<file path="src/rtl/uart_tx_buffered.sv">
// uart_tx_buffered: byte FIFO feeding an 8N1 serialiser (8E1 when UART_TX_PARITY_EN is defined).
// Bytes arrive on a valid/ready stream, queue in a small FIFO, and leave LSB first on io_tx.
// Optional feature macro: UART_TX_PARITY_EN adds an even-parity bit after data bit 7.
module uart_tx_buffered #(
    parameter int CLOCKS_PER_BIT = 1024,
    parameter int FIFO_DEPTH     = 8
) (
    input  logic                          clock,
    input  logic                          reset,
    input  logic                          io_in_valid,
    output logic                          io_in_ready,
    input  logic [7:0]                    io_in_bits,
    output logic                          io_tx,
    output logic                          io_busy,
    output logic [$clog2(FIFO_DEPTH):0]   io_count
);

    localparam int AW = $clog2(FIFO_DEPTH);
    localparam int BW = (CLOCKS_PER_BIT > 1) ? $clog2(CLOCKS_PER_BIT) : 1;
    localparam logic [BW-1:0] BAUD_LAST  = BW'(CLOCKS_PER_BIT - 1);
    localparam logic [AW:0]   COUNT_FULL = (AW + 1)'(FIFO_DEPTH);

    typedef enum logic [2:0] {
        IDLE,
        START,
        DATA,
        PARITY,
        STOP
    } state_e;

    state_e          state_q, state_d;
    logic [BW-1:0]   baud_q, baud_d;
    logic [2:0]      bit_idx_q, bit_idx_d;
    logic [7:0]      shift_q, shift_d;
    logic [AW-1:0]   wr_ptr_q, wr_ptr_d;
    logic [AW-1:0]   rd_ptr_q, rd_ptr_d;
    logic [AW:0]     count_q, count_d;
    logic            tx_q, tx_d;
    logic [7:0]      mem_q [FIFO_DEPTH];
`ifdef UART_TX_PARITY_EN
    logic            parity_q, parity_d;
`endif

    logic push;
    logic pop;
    logic fifo_nonempty;
    logic bit_end;

    assign fifo_nonempty = (count_q != '0);
    assign bit_end       = (baud_q == BAUD_LAST);
    assign push          = io_in_valid && (count_q != COUNT_FULL);

    assign io_in_ready = (count_q != COUNT_FULL);
    assign io_tx       = tx_q;
    assign io_busy     = fifo_nonempty || (state_q != IDLE);
    assign io_count    = count_q;

    // Next-state logic: walk the frame one bit period at a time and pop the FIFO head at frame start.
    always_comb begin
        state_d = state_q;
        pop     = 1'b0;
        case (state_q)
            IDLE: begin
                if (fifo_nonempty) begin
                    pop     = 1'b1;
                    state_d = START;
                end
            end
            START: begin
                if (bit_end) state_d = DATA;
            end
            DATA: begin
                if (bit_end && (bit_idx_q == 3'd7)) begin
`ifdef UART_TX_PARITY_EN
                    state_d = PARITY;
`else
                    state_d = STOP;
`endif
                end
            end
`ifdef UART_TX_PARITY_EN
            PARITY: begin
                if (bit_end) state_d = STOP;
            end
`endif
            STOP: begin
                if (bit_end) begin
                    if (fifo_nonempty) begin
                        pop     = 1'b1;
                        state_d = START;
                    end else begin
                        state_d = IDLE;
                    end
                end
            end
            default: state_d = IDLE;
        endcase
    end

    // Datapath: baud timing, shift register, bit index and FIFO bookkeeping driven by push/pop.
    always_comb begin
        baud_d    = (state_q == IDLE || bit_end) ? '0 : baud_q + 1'b1;
        shift_d   = shift_q;
        bit_idx_d = bit_idx_q;
        if (pop) begin
            shift_d   = mem_q[rd_ptr_q];
            bit_idx_d = 3'd0;
        end else if (state_q == DATA && bit_end) begin
            shift_d   = {1'b0, shift_q[7:1]};
            bit_idx_d = bit_idx_q + 3'd1;
        end
`ifdef UART_TX_PARITY_EN
        parity_d = pop ? ^mem_q[rd_ptr_q] : parity_q;
`endif
        wr_ptr_d = wr_ptr_q + AW'(push);
        rd_ptr_d = rd_ptr_q + AW'(pop);
        count_d  = count_q + (AW + 1)'(push) - (AW + 1)'(pop);
    end

    // Output logic: line level for the state being entered, so the registered io_tx lines up with it.
    always_comb begin
        tx_d = 1'b1;
        case (state_d)
            START:   tx_d = 1'b0;
            DATA:    tx_d = shift_d[0];
`ifdef UART_TX_PARITY_EN
            PARITY:  tx_d = parity_d;
`endif
            default: tx_d = 1'b1;
        endcase
    end

    // State and control registers with synchronous reset; reset drops any frame and queued bytes.
    always_ff @(posedge clock) begin
        if (reset) begin
            state_q   <= IDLE;
            baud_q    <= '0;
            bit_idx_q <= '0;
            shift_q   <= '0;
            wr_ptr_q  <= '0;
            rd_ptr_q  <= '0;
            count_q   <= '0;
            tx_q      <= 1'b1;
`ifdef UART_TX_PARITY_EN
            parity_q  <= 1'b0;
`endif
        end else begin
            state_q   <= state_d;
            baud_q    <= baud_d;
            bit_idx_q <= bit_idx_d;
            shift_q   <= shift_d;
            wr_ptr_q  <= wr_ptr_d;
            rd_ptr_q  <= rd_ptr_d;
            count_q   <= count_d;
            tx_q      <= tx_d;
`ifdef UART_TX_PARITY_EN
            parity_q  <= parity_d;
`endif
        end
    end

    // FIFO storage; contents need no reset because the pointers define what is valid.
    always_ff @(posedge clock) begin
        if (push && !reset) mem_q[wr_ptr_q] <= io_in_bits;
    end

endmodule

</file>
<file path="config.mk">
export PLATFORM = sky130hd
export DESIGN_NAME = uart_tx_buffered
export DESIGN_NICKNAME = d
export VERILOG_FILES = /design/src/rtl/uart_tx_buffered.sv
export SDC_FILE = /design/constraint.sdc
export NUM_CORES = 1
export LEC_CHECK = 0
export CAP_MARGIN = 30
export CORE_ASPECT_RATIO = 1.4
export CORE_MARGIN = 2
export CORE_UTILIZATION = 40
export CTS_CLUSTER_SIZE = 20
export DETAILED_ROUTE_END_ITERATION = 10
export DONT_BUFFER_PORTS = 1
export PLACE_DENSITY = 0.62
export SLEW_MARGIN = 10
export SYNTH_ARGS = -nofsm -noshare
export SYNTH_HDL_FRONTEND = slang
export SYNTH_SLANG_ARGS = --single-unit
</file>
<file path="constraint.sdc">
create_clock -name clock -period 4.45 [get_ports clock]
set_input_delay 0.89 -clock clock [delete_from_list [all_inputs] [get_ports clock]]
set_output_delay 0.89 -clock clock [all_outputs]
set_load 0.05 [all_outputs]
</file>
# Word-level counts from Yosys, hierarchy flattened
# Memory sizes are Yosys's and may differ from the RTL's. A register that Yosys moved wholly into a read port is not among the register bits.
# Index checks and enable logic that the tools add are counted.
dict set report classes {
  muxes 15
  reduce_logical 13
  n_addsub 6
  n_eq_ne 8
}
# op count
set op_table {}
lappend op_table {{$mux W8} 2}
lappend op_table {{$mux W3} 5}
lappend op_table {{$pmux W3 S4} 1}
lappend op_table {{$add A10 B1 Y10 const B} 1}
lappend op_table {{$eq A10 B10 Y1 const B} 1}
lappend op_table {{$add A3 B1 Y3} 2}
lappend op_table {{$eq A3 B1 Y1 const B} 2}
lappend op_table {{$eq A3 B2 Y1 const B} 2}
lappend op_table {{$eq A3 B3 Y1 const B} 2}
lappend op_table {{$mux W1} 5}
lappend op_table {{$add A4 B1 Y4} 1}
lappend op_table {{$logic_and A1 B1 Y1} 4}
lappend op_table {{$ne A4 B4 Y1 const B} 1}
lappend op_table {{$pmux W1 S2} 2}
lappend op_table {{$reduce_bool A4 Y1} 1}
lappend op_table {{$reduce_or A2 Y1} 2}
lappend op_table {{$sub A4 B1 Y4} 1}
lappend op_table {{$add A3 B1 Y3 const B} 1}
lappend op_table {{$logic_not A3 Y1} 1}
lappend op_table {{$reduce_bool A3 Y1} 1}
lappend op_table {{$logic_or A1 B1 Y1} 2}
lappend op_table {{$reduce_bool A2 Y1} 1}
lappend op_table {{$logic_not A1 Y1} 1}
dict set report word_totals {
  ramBits 64
  memories 1
  elab_cells 52
  output_inout_bits 7
  ff_bits 35
  in_bits 11
}
# memory words word_bits read_ports rd_clocked_by_memory_dff write_ports line_no
set mem_list {}
lappend mem_list {mem_q 8 8 1 1 1 39} ;# logic [7:0] mem_q [FIFO_DEPTH];

# Depth between registers and ports, before layout
# Gate-level depths: netlist of run 1.
dict set report logic_depth {
  word_depth 6
  mapped_depth 15
  mapped_depth_nobuf 13
}

# Worst setup path after synthesis of run 1
# No wires, ideal clock.
dict set report synth_path {
  kind {reg2reg}
  from {reg count_q[2], in the netlist io_count[2]}
  to {reg count_q[2], in the netlist io_count[2]}
  setup_ps 128
  path_stages_with_launch 16
  path_buffers 2
  period_less_slack_ps 2865
  required_ps 4322
  arrival_time_ps 2738
  setup_slack_ps 1585
  path_cell_list {dfxtp_1 inv_1 ha_1 or3b_2 nand2_1 a21o_1 buf_4 inv_1 buf_4 ha_1 inv_1 ha_1 inv_1 fa_1 xor2_1 nor2_1}
}
dict set report synth_between {
  elab_chain_cells 5
  word_cells_on_any_way 8
  cone_classes {2 x add/sub; 1 x eq/ne; 3 x mux; 2 x reduce/logical}
}
# item line_no
set synth_lines {}
lappend synth_lines {{start: declaration} 37} ;# logic [AW:0] count_q, count_d;
lappend synth_lines {{start signal: assignment} 154} ;# count_q <= count_d;
lappend synth_lines {{branches (longest 4 deep; another with $add A4 B1 Y4)} --}
lappend synth_lines {{$sub A4 B1 Y4 (*)} 117} ;# count_d = count_q + (AW + 1)'(push) - (AW + 1)'(pop);
# Mark *: on every way between the ends.
# A chain may end at the register's enable or synchronous reset.

# Worst setup path in the final report of run 1
# Ends and elaborated chain as after synthesis.

==> results.cfg, run 1 <==
[setup_path]
crit_arrival_ns = 3.37
cp_num_buf_inv = 4
cp.required_ns = 4.69
crit_family = adder cells
cpPeakStageDelay_ns = 0.48
critical_path_class = flip-flop to flip-flop
path_cells = inv_1, ha_1, or3b_2, nand2_1, a21o_1, inv_1, ha_1, inv_1, ha_1, inv_1, fa_1, xor2_1, nor2_1
worst-path-max-fanout = 13
crit_path_start_kind = flip-flop
cp_slowest_cell = dfxtp_1
endpoint_kind = flip-flop
cp_common_cell = inv_1

[clocking]
cts_hold_buf = 0
post_cts_buffers = 0
cts_sinks = 99
tritoncts = built
root_buffer = clkbuf_16
clkTransAtPathRegs_ns = 0.07
htreeDepth = 3
clockBufferDepth = 2
insertion_delay_ns = 0.34
post_cts_resized = 0
cts_inserted_buffers = 9

[place]
gp_congestion = 0.809
io_buffer_count = 0
post-place-ws_ns = 1.28
dp_hpwl_um = 4780
dp.cells = 415

[sta]
hold_viol = 0
fmax_ghz = 0.320
slew_headroom_pct = 38.5
fin_setup_tns_ns = 0
setup_ws_ns = 1.32
setup_viol = 0
fin_crit_sh_pct = 70.3
finalMaxSlewViolations = 0
clock_skew_ns = 0.0104
tightest_slew_ns = 0.920
hold-worst-slack_ns = 0.462
fin_crit_ns = 3.13
grt_setup_unrepaired = no

[routing]
drt_iter0_drc = 103
drtPass1Iterations = 4
wire_per_inst_um = 16.6
dr_total_vias = 2227
wl_um = 7200
vias_per_cell = 5.14
drcViolationCount = 0
drtAntennaViolNets = 0

[pwr]
p_total_w = 0.00245
power.density_mw_per_mm2 = 539
power_leakage_nw = 1.52
peakVddDrop_uv = 321

[global_routing]
grt_max_degree = 31
overflow = 0
grt_pass1_wl_um = 11600
grt_use_total_pct = 14.6
grt_pass1_vias = 2229
antenna_found_initial = 0

[synthesis]
syn_avg_cell_area_um2 = 14.2
seq_area_frac_synth_pct = 64.0
ys_warn_count = 0
synth_cell_types = 38
synth-seq-cells = 99
async_reset_ff_share_pct = 0
synth_area_mm2 = 0.00410
postSynthCellCount = 289
syn_nets = 314
synth_edf_count = 64
synthFlopType = edfxtp_1

[die]
die_h_um = 124
rows = 43
dieArea_mm2 = 0.0111
die_x_um = 89.5
initial_core_util_pct = 41.2
core_area_mm2 = 0.00995
pin_count = 18

[finish]
n_antenna_cell = 0
final_cell_count_no_fill = 433
num-nets-final = 318
drive_gt1_share_pct = 16.8
fillers = 853
syn_to_final_growth_pct = 10.7

[hold_path]
hp-class = flip-flop to flip-flop

[run]
drv_cap = 0

[run_status]
outcome = completed
worst reg2reg max path, stage by stage (launching register included):
cell and delay [ns]:
dfxtp_1 0.48, inv_1 0.18, ha_1 0.16, or3b_2 0.49
nand2_1 0.08, a21o_1 0.24, inv_1 0.26, ha_1 0.34
inv_1 0.05, ha_1 0.15, inv_1 0.05, fa_1 0.37
xor2_1 0.14, nor2_1 0.05
cell usage after synthesis (2+ instances only):
cell type  number  area, um^2
nand2_1        23        86.3
xnor2_1         7        61.3
a21o_1          2        15.0
clkbuf_1        6        22.5
edfxtp_1       64        1920
nor2b_1         6        37.5
nor3_1          9        45.0
buf_4           3        22.5
or3_1           2        12.5
nand4_1         3        18.8
nand3_1        13        65.1
ha_1           13         163
a31oi_1         5        31.3
mux4_2         16         360
mux2i_1         4        40.0
buf_2           2        10.0
a21oi_1         6        30.0
nor2_1         26        97.6
mux2_2          7        78.8
xor2_1          6        52.6
and4_1          2        17.5
dfxtp_1        35         701
nand2b_1        4        25.0
inv_1          10        37.5
or3b_2          2        17.5
metal layers:
metal	wire length, um	track usage [%]	up-vias
met2	3950	26.3	30
met3	280	4.24	8
li1	-	-	1074
met1	2860	15.6	1115
met4	109	5.97	0
met5	0	0	-
cells in the final DEF (no fill, tap or decap):
cell type   Yosys  final
nor3b_1         1      1
nand2_1        23     23
and2_1          1      1
xnor2_1         7      7
nand3_1        13     13
nor2b_1         6      6
clkinv_4        0      1
inv_1          10     10
a21o_1          2      2
clkinvlp_4      0      1
mux2i_1         4      4
a211o_2         1      1
nor4_1          1      1
edfxtp_1       64     64
a31oi_1         5      5
o22ai_1         1      1
nor4b_1         1      1
nor3_2          1      1
or3_1           2      2
inv_6           0      2
clkbuf_16       0      9
dfxtp_1        35     35
nor2_1         26     26
or3b_2          2      2
or3b_4          1      1
nand2b_1        4      4
nand4_1         3      3
a211oi_1        1      1
a21oi_1         6      6
a22oi_1         1      1
buf_4           3      5
fa_1            1      1
nor3_1          9      9
and4_1          2      2
inv_8           0      3
mux4_2         16     16
mux2_2          7      7
xor2_1          6      6
nor4_4          1      1
ha_1           13     13
sequential cells by signal, summed over array words and instances, names as in the netlist:
name / flops
io_tx: 1
mem_q: 64
rd_ptr_q: 3
shift_q: 8
wr_ptr_q: 3
state_q: 3
baud_q: 10
io_count: 4
bit_idx_q: 3
where the power goes:
group	internal (W)	total, W	switching [W]
clock	0.000396	0.000753	0.000357
sequential	0.00106	0.00120	0.000141
combinational	0.000247	0.000493	0.000246
total	0.00170	0.00245	0.000745
kinds of logic after synthesis:
group,synth area share [%]
AO/OA/AOI/OAI,2.63
flip-flops,64.0
buffers and inverters,2.38
XOR/XNOR,2.78
adder cells (fa/ha/maj),4.46
multiplexers,11.7
AND/OR/NAND/NOR,12.1
metrics by stage:
stage | cell area, um^2 | utilization, %
4_1_cts | 4520 | 45.4
3_5_place_dp | 4230 | 42.5
3_3_place_gp | 4230 | 42.5
2_1_floorplan | 4100 | -
6_report | 4540 | 45.6
5_1_grt | 4540 | 45.6
final cells by class:
cell class                      count  area, um^2  area share [%]
Clock buffer                        9         225            4.96
Clock inverter                      7        67.6            1.49
Inverter                           10        37.5           0.827
Multi-Input combinational cell    168        1380            30.4
Tap cell                          135         169            3.72
Sequential cell                    99        2620            57.8
Timing Repair Buffer                5        37.5           0.827
final timing paths:
check | startpoint | end | slack (ns) | cells after the start
worst max register to register | io_count[2] | io_count[2] | 1.32 | 13
worst min-delay path | shift_q[4] | shift_q[4] | 0.46 | 2
worst max-delay path | io_count[2] | io_count[2] | 1.32 | 13
worst min register to register | shift_q[4] | shift_q[4] | 0.46 | 2
(Power assumes the default switching activity.)
==> run 2, diff against run 1 <==
==> constraint.sdc (replaced) <==
create_clock -name clock -period 3 [get_ports clock]
set_input_delay 0.6 -clock clock [delete_from_list [all_inputs] [get_ports clock]]
set_output_delay 0.6 -clock clock [all_outputs]
set_load 0.05 [all_outputs]
==> results.cfg, run 2 (same netlist as run 1, synthesis figures left out) <==
[die]
die_x_um = 89.5
core_area_mm2 = 0.00995
die_h_um = 124
pin_count = 18
initial_core_util_pct = 41.2
rows = 43
dieArea_mm2 = 0.0111

[routing]
dr_total_vias = 2244
drtPass1Iterations = 4
wl_um = 7160
drt_iter0_drc = 101
vias_per_cell = 5.05
wire_per_inst_um = 16.1
drtAntennaViolNets = 0
drcViolationCount = 0

[hold_path]
hp-class = input pin to flip-flop
hold_start = reset
min_path_cells = 1
hold_end = io_count[1]

[clocking]
post_cts_resized = 0
cts_inserted_buffers = 9
clkTransAtPathRegs_ns = 0.07
clockBufferDepth = 2
insertion_delay_ns = 0.34
tritoncts = built
cts_sinks = 99
root_buffer = clkbuf_16
post_cts_buffers = 0
cts_hold_buf = 0
htreeDepth = 3

[setup_path]
crit_family = adder cells
cpPeakStageDelay_ns = 0.38
r2r-start = baud_q[0]
worst-path-max-fanout = 4
critical_path_class = flip-flop to flip-flop
rr_worst_depth = 12
crit_path_start_kind = flip-flop
cp.required_ns = 3.28
crit_arrival_ns = 2.81
r2r_end = io_count[2]
cp_num_buf_inv = 3
cp_slowest_cell = dfxtp_1
crit_cells = 12
endpoint_kind = flip-flop
path_cells = ha_1, and4_1, nand3_1, a21o_1, inv_1, ha_1, inv_1, ha_1, inv_1, fa_1, xor2_1, nor2_1
r2r_slack_ns = 0.47

[pwr]
peakVddDrop_uv = 587
power.density_mw_per_mm2 = 809
power_leakage_nw = 1.58

[sta]
grt_setup_unrepaired = no
finalMaxSlewViolations = 0
fin_crit_sh_pct = 84.4
setup_viol = 0
setup_ws_ns = 0.468
slew_headroom_pct = 41.0
fin_setup_tns_ns = 0
hold_viol = 0
fmax_ghz = 0.395
clock_skew_ns = 0.00856
tightest_slew_ns = 0.881
fin_crit_ns = 2.53

[finish]
final_common_cell = edfxtp_1
multi_input_area_mm2 = 0.00138
drive_gt1_share_pct = 19.7
reg.largest.list = mem_q: 64 flops, baud_q: 10 flops, shift_q: 8 flops
num-nets-final = 329
n_antenna_cell = 0
final_cell_count_no_fill = 444
regMostFlops = mem_q
syn_to_final_growth_pct = 13.0
fillers = 862
final_cell_mix = edfxtp_1, dfxtp_1, nor2_1
fin_area_mm2 = 0.00463
fin_util_pct = 46.5
largest_reg_flops = 64
seqCellArea_mm2 = 0.00262

[place]
dpl_cell_area_mm2 = 0.00432
gp_congestion = 0.783
dp_hpwl_um = 4730
dp.cells = 427
io_buffer_count = 0
post-place-ws_ns = 0.443

[global_routing]
antenna_found_initial = 0
grt_pass1_vias = 2247
grt_max_degree = 31
grt_use_total_pct = 14.3
grt_pass1_wl_um = 11600
overflow = 0

[run]
drv_cap = 0

[run_status]
outcome = completed
[run 2: cell count changes in the layout (fill, tap and decap cells not counted), sizes merged]
cell      change
buf          +11
inv           +1
clkinvlp      -1
[run 2: worst max-delay path by stage]
stage | slack, ns | to | start
floorplan | 0.13 | io_count[2] | io_count[2]
global placement | 0.56 | io_count[2] | baud_q[0]
detailed placement | 0.44 | io_count[2] | baud_q[0]
CTS | 0.43 | io_count[2] | baud_q[0]
global route | 0.24 | io_count[2] | baud_q[0]
finish | 0.47 | io_count[2] | baud_q[0]
[run 2: layout make-up]
cell class	instances	area share [%]
sequential	99	56.6
multi-input combinational	168	29.7
clock buffer	9	4.86
tap	135	3.65
timing repair buffer	16	2.59
clock inverter	7	1.70
inverter	10	0.811
[run 2: metrics by stage]
stage	power, W	hold slack, ns
after CTS	0.00380	0.312
after floorplan	0.00242	0.430
after global placement	0.00262	0.445
after global routing	0.00395	0.308
after detailed placement	0.00264	0.458
final	0.00374	0.329
[run 2: report_power, final]
group          total [W]  switching (W)  internal [W]
clock network    0.00115       0.000554      0.000599
logic           0.000923       0.000500      0.000423
registers        0.00167      0.0000959       0.00157
[run 2: per-layer routing]
layer / global-route usage [%] / up-vias / wire, um
met5: 0 / - / 0
met1: 17.8 / 1110 / 3110
met3: 3.64 / 7 / 208
met2: 24.1 / 29 / 3770
li1: - / 1098 / -
met4: 4.48 / 0 / 73
==> run 3, diff against run 2 <==
--- a/config.mk
+++ b/config.mk
@@ -5,6 +5,7 @@
 export SDC_FILE = /design/constraint.sdc
 export NUM_CORES = 1
 export LEC_CHECK = 0
+export ABC_AREA = 1
 export CAP_MARGIN = 30
 export CORE_ASPECT_RATIO = 1.4
 export CORE_MARGIN = 2
@@ -12,7 +13,7 @@
 export CTS_CLUSTER_SIZE = 20
 export DETAILED_ROUTE_END_ITERATION = 10
 export DONT_BUFFER_PORTS = 1
-export PLACE_DENSITY = 0.62
+export PLACE_DENSITY = 0.64
 export SLEW_MARGIN = 10
 export SYNTH_ARGS = -nofsm -noshare
 export SYNTH_HDL_FRONTEND = slang
==> constraint.sdc (replaced) <==
create_clock -name clock -period 2.05 [get_ports clock]
set_input_delay 0.41 -clock clock [delete_from_list [all_inputs] [get_ports clock]]
set_output_delay 0.41 -clock clock [all_outputs]
set_load 0.05 [all_outputs]
==> results.cfg, run 3 <==
[run_status]
outcome = completed

[setup_path]
r2r-start = baud_q[1]
cpPeakStageDelay_ns = 0.52
r2r_end = io_count[1]
critical_path_class = flip-flop to flip-flop
cp_slowest_cell = fa_2
cp.required_ns = 2.29
r2r_slack_ns = 0.03
worst-path-max-fanout = 3
endpoint_kind = flip-flop
crit_arrival_ns = 2.26
path_cells = ha_4, nand2_4, nor2_4, nand3_4, nand2_4, nand2_8, clkinv_8, ha_4, inv_2, ha_4, inv_2, fa_2, nor2_2
crit_path_start_kind = flip-flop
rr_worst_depth = 13
cp_common_cell = ha_4

[global_routing]
antenna_found_initial = 0
grt_max_degree = 34
grt_use_total_pct = 15.6
overflow = 0
grt_pass1_wl_um = 14300
grt_pass1_vias = 3054

[sta]
fin_crit_ns = 2.02
setup_viol = 0
hold_viol = 0
clock_skew_ns = 0.00668
slew_headroom_pct = 58.0
tightest_slew_ns = 0.630
grt_setup_unrepaired = yes
fmax_ghz = 0.496
setup_ws_ns = 0.0325
finalMaxSlewViolations = 0
fin_crit_sh_pct = 98.4

[routing]
drtPass1Iterations = 4
wl_um = 8580
drcViolationCount = 0
drtAntennaViolNets = 0
wire_per_inst_um = 13.5
vias_per_cell = 4.79
drt_iter0_drc = 154
dr_total_vias = 3047

[die]
die_x_um = 92.8
pin_count = 18
dieArea_mm2 = 0.0119
rows = 45
die_h_um = 128
initial_core_util_pct = 40.8
core_area_mm2 = 0.0108

[hold_path]
hold_start = reset
hold_end = io_count[1]
min_path_cells = 1
hp-class = input pin to flip-flop

[synthesis]
synth-seq-cells = 99
synth_cell_types = 33
synthTopCellsByArea = edfxtp_1, dfxtp_1, nand2_1
synthFlopType = edfxtp_1
yosysTopAreaCell = edfxtp_1
yosysMostFrequentCell = nand2_1
postSynthCellCount = 469
ys_warn_count = 0
synth_area_mm2 = 0.00442
syn_avg_cell_area_um2 = 9.41
synth_edf_count = 64
ys_top_cells_by_count = nand2_1, nor2_1, edfxtp_1, inv_1, dfxtp_1
syn_nets = 494
synth_top_area_share_pct = 43.5
seq_area_frac_synth_pct = 59.4
async_reset_ff_share_pct = 0

[clocking]
cts_inserted_buffers = 9
cts_sinks = 99
tritoncts = built
insertion_delay_ns = 0.34
clockBufferDepth = 2
clkTransAtPathRegs_ns = 0.06
htreeDepth = 3
root_buffer = clkbuf_16

[run]
drv_cap = 0

[finish]
largest_reg_flops = 64
final_cell_mix = nand2_1, nor2_1, edfxtp_1
reg.largest.list = mem_q: 64 flops, baud_q: 10 flops, shift_q: 8 flops
fin_area_mm2 = 0.00504
syn_to_final_growth_pct = 14.2
n_antenna_cell = 0
num-nets-final = 515
final_common_cell = nand2_1
regMostFlops = mem_q
drive_gt1_share_pct = 15.2

[place]
io_buffer_count = 0
dp_hpwl_um = 5700
post-place-ws_ns = -0.00658
dpl_cell_area_mm2 = 0.00477
gp_congestion = 0.797

[pwr]
peakVddDrop_uv = 795
power.density_mw_per_mm2 = 1180
p_total_w = 0.00597
power_leakage_nw = 2.05
## run 3: critical path: cells and delay by family, from the launching register on
kind / cells / cell delay, ns
simple gates: 6 / 0.46
fa+ha+maj: 4 / 0.97
flops: 1 / 0.35
buf+inv: 3 / 0.13
## run 3: cell type report
type | count | area, um^2
inverter | 53 | 211
tap | 141 | 176
timing repair buffer | 23 | 173
fill | 1008 | 5770
clock inverter | 3 | 15.0
sequential | 99 | 2640
clock buffer | 13 | 240
multi-input combinational | 304 | 1580
## run 3: per-layer routing
layer / global-route usage [%] / up-vias / part of all wire [%]
met5: 0 / - / 0
met4: 7.61 / 0 / 2.5
met2: 27.7 / 47 / 52
met1: 17.8 / 1439 / 41
met3: 3.06 / 12 / 4.4
li1: - / 1549 / -
## run 3: kinds of logic after synthesis
logic type | after synthesis | synth area share, %
AND/OR/NAND/NOR | 247 | 24.5
flip-flops | 99 | 59.4
buffers and inverters | 66 | 6.60
AO/OA/AOI/OAI | 39 | 4.62
XOR/XNOR | 4 | 0.794
adder cells (fa/ha/maj) | 14 | 4.14
## run 3: worst max-delay path by stage
stage	endpoint	cells after the start	slack, ns	startpoint
finish	io_count[1]	13	0.03	baud_q[1]
global route	io_count[2]	14	-0.06	baud_q[1]
CTS	io_count[1]	13	0.005	baud_q[0]
detailed placement	io_count[1]	13	-0.007	baud_q[0]
global placement	io_count[1]	13	0.03	baud_q[0]
floorplan	io_count[1]	13	-0.09	baud_q[1]
## run 3: stage by stage
stage	util, %	hold slack, ns	instances	TNS (ns)
finish	46.6	0.122	636	0
global route	46.6	0.122	636	-0.101
CTS	46.5	0.114	634	0
detailed placement	44.1	0.435	618	-0.00658
global placement	44.1	0.425	618	0
floorplan	-	0.420	469	-0.154
## run 3: power by group
part           switching [W]  internal [W]  leakage (nW)  total [W]
Combinational        0.00131      0.000725          1.06    0.00203
Sequential          0.000125       0.00234         0.868    0.00246
Clock               0.000657      0.000816         0.119    0.00147
Total                0.00209       0.00388          2.05    0.00597
## run 3: repair_timing
item,in CTS,in global routing
gates resized for setup,0,2
cloned,0,0
hold buffers,0,0
pin swaps,1,1
endpoints found under the setup margin,2,2
buffers inserted,0,2
